`config.mk`:
```
export PLATFORM = sky130hd
export DESIGN_NAME = rom_arbiter
export DESIGN_NICKNAME = d
export VERILOG_FILES = /design/src/rtl/rom_arb_pkg.sv /design/src/rtl/rom_arb_lastbuf.sv /design/src/rtl/rom_arbiter.sv
export SDC_FILE = /design/constraint.sdc
export NUM_CORES = 1
export LEC_CHECK = 0
export BUFFER_PORTS_ARGS = -buffer_cell sky130_fd_sc_hd__buf_2
export CAP_MARGIN = 30
export CORE_MARGIN = 3
export CORE_UTILIZATION = 33
export DETAILED_ROUTE_END_ITERATION = 8
export PLACE_DENSITY = 0.87
export SLEW_MARGIN = 10
export SYNTH_ARGS = -nofsm -noshare
export SYNTH_HDL_FRONTEND = slang
export SYNTH_SLANG_ARGS = --single-unit
```
`constraint.sdc`:
```
create_clock -name CLK -period 1.1 [get_ports CLK]
set_input_delay 0.165 -clock CLK [delete_from_list [all_inputs] [get_ports CLK]]
set_output_delay 0.165 -clock CLK [all_outputs]
set_load 0.05 [all_outputs]
```
`src/rtl/rom_arb_pkg.sv`:
```
// Shared types and defaults for the two-port ROM arbiter.
// Latency: n/a (types, constants and one helper function only).
// Backpressure: n/a.
package rom_arb_pkg;

  localparam int ADR_WIDTH_DEF  = 13;
  localparam int DATA_WIDTH_DEF = 32;

  // Who owns the ROM slot (or the response coming back from it).
  typedef enum logic [1:0] {
    OWN_NONE = 2'b00,
    OWN_I    = 2'b01,
    OWN_D    = 2'b10
  } owner_t;

  // Round-robin pick: I wins when it is the only requester, or on a
  // conflict when D was the last port to use the ROM.
  function automatic logic i_wins(input logic i_req, input logic d_req,
                                  input owner_t last_owner);
    return i_req & (~d_req | (last_owner != OWN_I));
  endfunction

endpackage

```
`src/rtl/rom_arb_lastbuf.sv`:
```
// One last-word buffer: remembers the most recent ROM word returned to a port.
// Latency: hit is combinational on req_adr; fill takes effect at the next edge.
// Backpressure: none; fill_vld is accepted unconditionally.
module rom_arb_lastbuf
  import rom_arb_pkg::*;
#(
  parameter int ADR_WIDTH  = ADR_WIDTH_DEF,
  parameter int DATA_WIDTH = DATA_WIDTH_DEF
) (
  input  logic                  clk,
  input  logic                  rst,
  input  logic                  fill_vld,
  input  logic [ADR_WIDTH-1:0]  fill_adr,
  input  logic [DATA_WIDTH-1:0] fill_dat,
  input  logic [ADR_WIDTH-1:0]  req_adr,
  output logic                  hit,
  output logic [DATA_WIDTH-1:0] buf_dat
);

  logic [ADR_WIDTH-1:0]  adr_q, adr_d;
  logic [DATA_WIDTH-1:0] dat_q, dat_d;
  logic                  vld_q, vld_d;

  // Capture the returning word; the ROM is read-only so entries never go stale.
  always_comb begin
    adr_d = adr_q;
    dat_d = dat_q;
    vld_d = vld_q;
    if (fill_vld) begin
      adr_d = fill_adr;
      dat_d = fill_dat;
      vld_d = 1'b1;
    end
  end

  // Buffer registers; only the valid bit needs a reset value.
  always_ff @(posedge clk) begin
    if (rst) begin
      adr_q <= '0;
      dat_q <= '0;
      vld_q <= 1'b0;
    end else begin
      adr_q <= adr_d;
      dat_q <= dat_d;
      vld_q <= vld_d;
    end
  end

  assign hit     = vld_q & (adr_q == req_adr);
  assign buf_dat = dat_q;

endmodule

```
`src/rtl/rom_arbiter.sv`:
```
// Shares a 1-cycle single-port ROM between the I (fetch) and D (load) ports, round-robin.
// Latency: GNT/ROM_EN/ROM_A combinational; RVALID/RDATA exactly one cycle after GNT.
// Backpressure: none on responses; REQ waits for GNT. Option: ROM_ARB_LASTHIT_EN.
module rom_arbiter
  import rom_arb_pkg::*;
#(
  parameter int ADR_WIDTH  = ADR_WIDTH_DEF,
  parameter int DATA_WIDTH = DATA_WIDTH_DEF
) (
  input  logic                  CLK,
  input  logic                  RST,
  input  logic                  I_REQ,
  input  logic [ADR_WIDTH-1:0]  I_ADDR,
  output logic                  I_GNT,
  output logic                  I_RVALID,
  output logic [DATA_WIDTH-1:0] I_RDATA,
  input  logic                  D_REQ,
  input  logic [ADR_WIDTH-1:0]  D_ADDR,
  output logic                  D_GNT,
  output logic                  D_RVALID,
  output logic [DATA_WIDTH-1:0] D_RDATA,
  output logic                  ROM_EN,
  output logic [ADR_WIDTH-1:0]  ROM_A,
  input  logic [DATA_WIDTH-1:0] ROM_DO
);

  owner_t                last_owner_q, last_owner_d;
  owner_t                resp_owner_q, resp_owner_d;
  logic [ADR_WIDTH-1:0]  rom_a_q, rom_a_d;

  logic                  i_hit, d_hit;
  logic                  i_hit_q, d_hit_q;
  logic [DATA_WIDTH-1:0] i_hit_dat_q, d_hit_dat_q;
  logic                  i_rom_req, d_rom_req;
  logic                  i_rom_gnt, d_rom_gnt;
  logic                  i_rom_rsp, d_rom_rsp;

  // A ROM response is in flight for whichever port owned the slot last cycle.
  assign i_rom_rsp = (resp_owner_q == OWN_I) & ~RST;
  assign d_rom_rsp = (resp_owner_q == OWN_D) & ~RST;

`ifdef ROM_ARB_LASTHIT_EN
  logic                  i_buf_hit, d_buf_hit;
  logic [DATA_WIDTH-1:0] i_buf_dat, d_buf_dat;
  logic                  i_hit_d, d_hit_d;
  logic [DATA_WIDTH-1:0] i_hit_dat_d, d_hit_dat_d;

  // rom_a_q still holds the address whose word is returning this cycle.
  rom_arb_lastbuf #(.ADR_WIDTH(ADR_WIDTH), .DATA_WIDTH(DATA_WIDTH)) u_i_buf (
    .clk(CLK), .rst(RST), .fill_vld(i_rom_rsp), .fill_adr(rom_a_q),
    .fill_dat(ROM_DO), .req_adr(I_ADDR), .hit(i_buf_hit), .buf_dat(i_buf_dat)
  );
  rom_arb_lastbuf #(.ADR_WIDTH(ADR_WIDTH), .DATA_WIDTH(DATA_WIDTH)) u_d_buf (
    .clk(CLK), .rst(RST), .fill_vld(d_rom_rsp), .fill_adr(rom_a_q),
    .fill_dat(ROM_DO), .req_adr(D_ADDR), .hit(d_buf_hit), .buf_dat(d_buf_dat)
  );

  assign i_hit = I_REQ & i_buf_hit & ~RST;
  assign d_hit = D_REQ & d_buf_hit & ~RST;

  // Snapshot hit data now: a fill landing this same edge must not alter it.
  always_comb begin
    i_hit_d     = i_hit;
    d_hit_d     = d_hit;
    i_hit_dat_d = i_buf_dat;
    d_hit_dat_d = d_buf_dat;
  end

  // Hit response registers, one cycle behind the hit grant.
  always_ff @(posedge CLK) begin
    if (RST) begin
      i_hit_q     <= 1'b0;
      d_hit_q     <= 1'b0;
      i_hit_dat_q <= '0;
      d_hit_dat_q <= '0;
    end else begin
      i_hit_q     <= i_hit_d;
      d_hit_q     <= d_hit_d;
      i_hit_dat_q <= i_hit_dat_d;
      d_hit_dat_q <= d_hit_dat_d;
    end
  end
`else
  assign i_hit       = 1'b0;
  assign d_hit       = 1'b0;
  assign i_hit_q     = 1'b0;
  assign d_hit_q     = 1'b0;
  assign i_hit_dat_q = '0;
  assign d_hit_dat_q = '0;
`endif

  // ROM slot arbitration and next state of owner/address registers.
  always_comb begin
    i_rom_req    = I_REQ & ~i_hit & ~RST;
    d_rom_req    = D_REQ & ~d_hit & ~RST;
    i_rom_gnt    = i_wins(i_rom_req, d_rom_req, last_owner_q);
    d_rom_gnt    = d_rom_req & ~i_rom_gnt;
    rom_a_d      = rom_a_q;
    last_owner_d = last_owner_q;
    resp_owner_d = OWN_NONE;
    if (i_rom_gnt) begin
      rom_a_d      = I_ADDR;
      last_owner_d = OWN_I;
      resp_owner_d = OWN_I;
    end else if (d_rom_gnt) begin
      rom_a_d      = D_ADDR;
      last_owner_d = OWN_D;
      resp_owner_d = OWN_D;
    end
  end

  // Arbiter state; last_owner resets to D so I wins the first conflict.
  always_ff @(posedge CLK) begin
    if (RST) begin
      last_owner_q <= OWN_D;
      resp_owner_q <= OWN_NONE;
      rom_a_q      <= '0;
    end else begin
      last_owner_q <= last_owner_d;
      resp_owner_q <= resp_owner_d;
      rom_a_q      <= rom_a_d;
    end
  end

  assign I_GNT  = i_hit | i_rom_gnt;
  assign D_GNT  = d_hit | d_rom_gnt;
  assign ROM_EN = i_rom_gnt | d_rom_gnt;
  assign ROM_A  = rom_a_d;

  // RST squashes any in-flight response in the same cycle.
  assign I_RVALID = (i_rom_rsp | i_hit_q) & ~RST;
  assign D_RVALID = (d_rom_rsp | d_hit_q) & ~RST;
  assign I_RDATA  = ~I_RVALID ? '0 : (i_hit_q ? i_hit_dat_q : ROM_DO);
  assign D_RDATA  = ~D_RVALID ? '0 : (d_hit_q ? d_hit_dat_q : ROM_DO);

endmodule

```
==> reports/metrics.yaml, run 1 <==
timing:
  worst_endpoint: "ROM_A[3]"
  worstEpCategory: "top-level output"
synthesis:
  synthAdderAreaFrac_pct: 0
  synthTopCellsByCount: "and2_1, nand2_1, dfxtp_1"
  avgSynthCellArea_um2: 7.85
  synth-edff-count: 0
  synth_top_family_by_area: "simple AND/OR/NAND/NOR gates"
  yosys-top-cells-area: "and2_1, dfxtp_1, a211oi_2, mux2i_1, nor3_2"
  syn_area_um2: 1500
  yosys.area_share.simple_pct: 48.1
  synth_mux_area_share_pct: 6.01
  async_flop_share_pct: 0
  yosysWarnings: 0
  synth_top_area_share_pct: 26.7
  syn_nets: 253
  synth_cell_type_count: 25
  synth-xor-area-share_pct: 0
  yosysSeqAreaShare_pct: 22.7
  synth-seq-cells: 17
  yosys.area.top_type: "and2_1"
  synth_ff_type: "dfxtp_1"
  syn_inst: 191
  synth_compound_area_share_pct: 15.8
  synth_most_common_cell: "and2_1"
run_status:
  error_line: "[ERROR GRT-0232] Routing congestion too high. Check the congestion heatmap in the GUI."
  stop_stage: "5_1_grt"
  status: "stopped before the end"
global_route:
  grt_max_degree: 18
  grt_usage_pct: 67.2
  grt-ovfl-total: 25
  antenna_found_initial: 2
floorplan:
  initial_utilization_pct: 35.7
  die_y_um: 73.4
  die_w_um: 73.4
  pin_count: 144
  fp-row-count: 23
clocking:
  cts-root-buf: "clkbuf_8"
  numCtsBuffers: 3
  cts_buffer_depth: 2
  htreeDepth: 1
  clkSinkCount: 17
  ctsHoldBuffers: 0
place:
  routabilityCongestion: 0.833
  dp_hpwl_um: 5100
  io_buffers: 143
[logic make-up after synthesis]
family	Yosys count
flip-flops	17
AO/OA/AOI/OAI	28
AND/OR/NAND/NOR	118
buffers and inverters	19
multiplexers	9
[timing repair]
action,in CTS
setup buffers,11
gates resized for setup,243
gates cloned,2
pin swaps,12
setup endpoints to repair,98
[stage by stage]
step           instances  setup WS, ps  hold WS [ps]  setup TNS [ps]  area (um2)
2_1_floorplan        191          -304           364          -11810        1920
3_3_place_gp         407          -375           487          -29560        2920
3_5_place_dp         407          -401           491          -32350        2920
4_1_cts              422          -516           231          -37630        3920
[metal layers]
layer	track usage, %	GRT overflow
met1	60.7	0
met2	86.7	13
met3	54.2	0
met4	74.8	12
met5	7.07	0
==> inputs of run 2 (changes only) <==
--- a/config.mk
+++ b/config.mk
@@ -8,9 +8,9 @@
 export BUFFER_PORTS_ARGS = -buffer_cell sky130_fd_sc_hd__buf_2
 export CAP_MARGIN = 30
 export CORE_MARGIN = 3
-export CORE_UTILIZATION = 33
+export CORE_UTILIZATION = 25
 export DETAILED_ROUTE_END_ITERATION = 8
-export PLACE_DENSITY = 0.87
+export PLACE_DENSITY_LB_ADDON = 0.15
 export SLEW_MARGIN = 10
 export SYNTH_ARGS = -nofsm -noshare
 export SYNTH_HDL_FRONTEND = slang
==> constraint.sdc (replaced) <==
create_clock -name CLK -period 1.43 [get_ports CLK]
set_input_delay 0.2145 -clock CLK [delete_from_list [all_inputs] [get_ports CLK]]
set_output_delay 0.2145 -clock CLK [all_outputs]
set_load 0.05 [all_outputs]
==> run 2 against run 1 <==
  * The flow now finishes, with violations (setup timing)
  * Synthesized cell count is the same
  * Synthesized area unchanged
==> reports/metrics.yaml, run 2 <==
critical_path:
  critPathTopFamily: "buffers and inverters"
  crit_slowest_cell: "dfxtp_2"
  critical_path_depth: 5
  cp_max_fo: 9
  path_buf_inv: 2
  cp.required_ps: 1220
  rrSetupSlack_ps: 220
  cp.arrival_ps: 1430
  crit_path_start_kind: "flip-flop"
  crit_type: "flip-flop to output port"
  slowest_delay_ps: 340
  worst_setup_path_end_kind: "output port"
  r2r_cells: 5
  reg2reg_from: "last_owner_q[1]"
  r2r-end: "rom_a_q[12]"
  cp_cell_sequence: "and3b_2, buf_12, nor3_2, a31oi_2, buf_6"
layout:
  final_cell_mix: "buf_2, buf_8, buf_6"
  largest_reg_flops: 13
  final_nets: 433
  syn_to_final_growth_pct: 146
  stdcell_area_um2: 3680
  top_regs: "rom_a_q: 13 flops, last_owner_q: 2 flops, resp_owner_q: 2 flops"
  antennaDiodeCount: 0
  final_common_cell: "buf_2"
  drive_gt1_share_pct: 81.4
  largest-register: "rom_a_q"
synthesis:
  synth_mux_area_share_pct: 6.01
  synth_compound_area_share_pct: 15.8
  avgSynthCellArea_um2: 7.85
  synth_top_area_share_pct: 26.7
  yosys.area_share.simple_pct: 48.1
  syn_area_um2: 1500
  synth_top_family_by_area: "simple AND/OR/NAND/NOR gates"
  synth-seq-cells: 17
  yosysWarnings: 0
  yosys.area.top_type: "and2_1"
  synth_ff_type: "dfxtp_1"
  syn_nets: 253
  synth_most_common_cell: "and2_1"
  syn_inst: 191
  synthTopCellsByCount: "and2_1, nand2_1, dfxtp_1"
  synth_cell_type_count: 25
  synth-xor-area-share_pct: 0
  yosysSeqAreaShare_pct: 22.7
  yosys-top-cells-area: "and2_1, dfxtp_1, a211oi_2, mux2i_1, nor3_2"
  synthAdderAreaFrac_pct: 0
  synth-edff-count: 0
  async_flop_share_pct: 0
floorplan:
  pin_count: 144
  core_area_um2: 5640
  die_y_um: 83.4
  die_w_um: 83.4
  initial_utilization_pct: 26.6
  fp-row-count: 27
  die_area_um2: 6960
timing:
  relSlewSlack_pct: 83.4
  timing.final.crit_share_pct: 115
  max_freq_mhz: 609
  rsz0062_at_grt: "true"
  min_period_ps: 1640
  setup_viol: 81
  drv_slew: 0
  worst_slack_ps: -212
  setup_tns_ps: -10900
  worst_slew_pin_slew_ps: 248
  finalHoldViolCount: 0
  fin_skew_ps: 2.41
clocking:
  cts-root-buf: "clkbuf_8"
  htreeDepth: 1
  cts_buffer_depth: 2
  clkSinkCount: 17
  path_clk_slew_ps: 70
  ctsHoldBuffers: 0
  clock_latency_ps: 250
  cts_tree: "done"
  numCtsBuffers: 3
place:
  routabilityCongestion: 0.786
  dpl_cell_area_um2: 2690
  dp_hpwl_um: 4670
  io_buffers: 143
run_status:
  violations: "setup timing"
  status: "finished with violations"
route:
  drt_wl_total_um: 7230
  wl_per_cell_um: 16.3
  route.detailed.drc: 0
  drt_iter0_drc: 28
  via_count: 2056
  viasPerCell: 4.65
  first_pass_iters: 4
  drt.antenna.violating_nets: 0
global_route:
  grt_pass1_wl_um: 9470
  top_usage_layer: "met2"
  grt_pass1_vias: 1923
  grtUsageMet2_pct: 30.4
  grt_max_degree: 20
  grt_use_met3_pct: 4.37
  grt_usage_pct: 16.1
  grt-ovfl-total: 0
  gr-usage-met1_pct: 18.5
  antenna_found_initial: 0
hold_path:
  min_to: "rom_a_q[1]"
  hold_depth: 3
  min_from: "I_ADDR[1]"
  hp-class: "input port to flip-flop"
run:
  drv_cap: 0
power:
  ir_worst_vdd_uv: 465
  power.leakage_nw: 1.75
  fin_total_pwr_mw: 2.00
  pwr_density_cell_nw_per_um2: 542
## run 2: cell counts after synthesis
Identical to the previous run, type by type.
## run 2: area by class of cell
type                       instances  area [um2]
tap                               72        90.1
fill                             453        1960
multi-input combinational        155        1350
inverter                           4        18.8
timing repair buffer             190        1840
sequential                        17         348
clock buffer                       4        45.0
## run 2: worst max-delay path by stage
| stage | slack [ps] | start | end |
|---|---|---|---|
| after CTS | -210 | last_owner_q[1] | ROM_A[9] |
| after detailed placement | -90 | RST | D_RDATA[5] |
| after global placement | -80 | RST | ROM_A[9] |
| after global routing | -270 | last_owner_q[1] | D_GNT |
| final | -210 | last_owner_q[1] | ROM_A[6] |
| after floorplan | -90 | last_owner_q[1] | ROM_A[0] |
## run 2: metal layers
| layer | up-vias | wire (um) |
|---|---|---|
| li1 | 1009 | - |
| met1 | 952 | 2490 |
| met2 | 81 | 4130 |
| met3 | 14 | 435 |
| met4 | 0 | 170 |
| met5 | - | 0 |
## run 2: worst reg2reg max path: cells and delay by family, from the launching register on
kind / cells / cell delay, ps
AOI/OAI and AO/OA: 1 / 30
buffers and inverters: 2 / 300
DFF: 1 / 350
and+or+nand+nor: 2 / 410
## run 2: through the flow
stage          worst slack (ps)  utilization (%)  std cells  hold WS, ps
2_1_floorplan             -86.0                -        191          409
5_1_grt                    -269             65.3        442          254
6_report                   -212             65.3        442          247
3_5_place_dp              -91.8             47.7        429          466
3_3_place_gp              -82.1             47.7        429          458
4_1_cts                    -210             55.1        434          243
## run 2: logic make-up after synthesis
logic type	Yosys count
AOI/OAI and AO/OA	28
DFF	17
and+or+nand+nor	118
muxes	9
buffers and inverters	19
## run 2: power by group
group | total [mW] | leakage, nW | internal, mW | switching (mW)
clock | 0.357 | 0.0228 | 0.197 | 0.160
combinational | 1.11 | 1.59 | 0.483 | 0.629
sequential | 0.530 | 0.142 | 0.511 | 0.0194
total | 2.00 | 1.75 | 1.19 | 0.808
## run 2: repair_timing
item,4_1_cts,5_1_grt
hold endpoints to repair,0,0
setup endpoints to repair,81,81
pin swaps,7,33
gates resized for setup,122,160
setup buffers,1,6
gates cloned,0,3
Power figures use the tool's default switching activity.
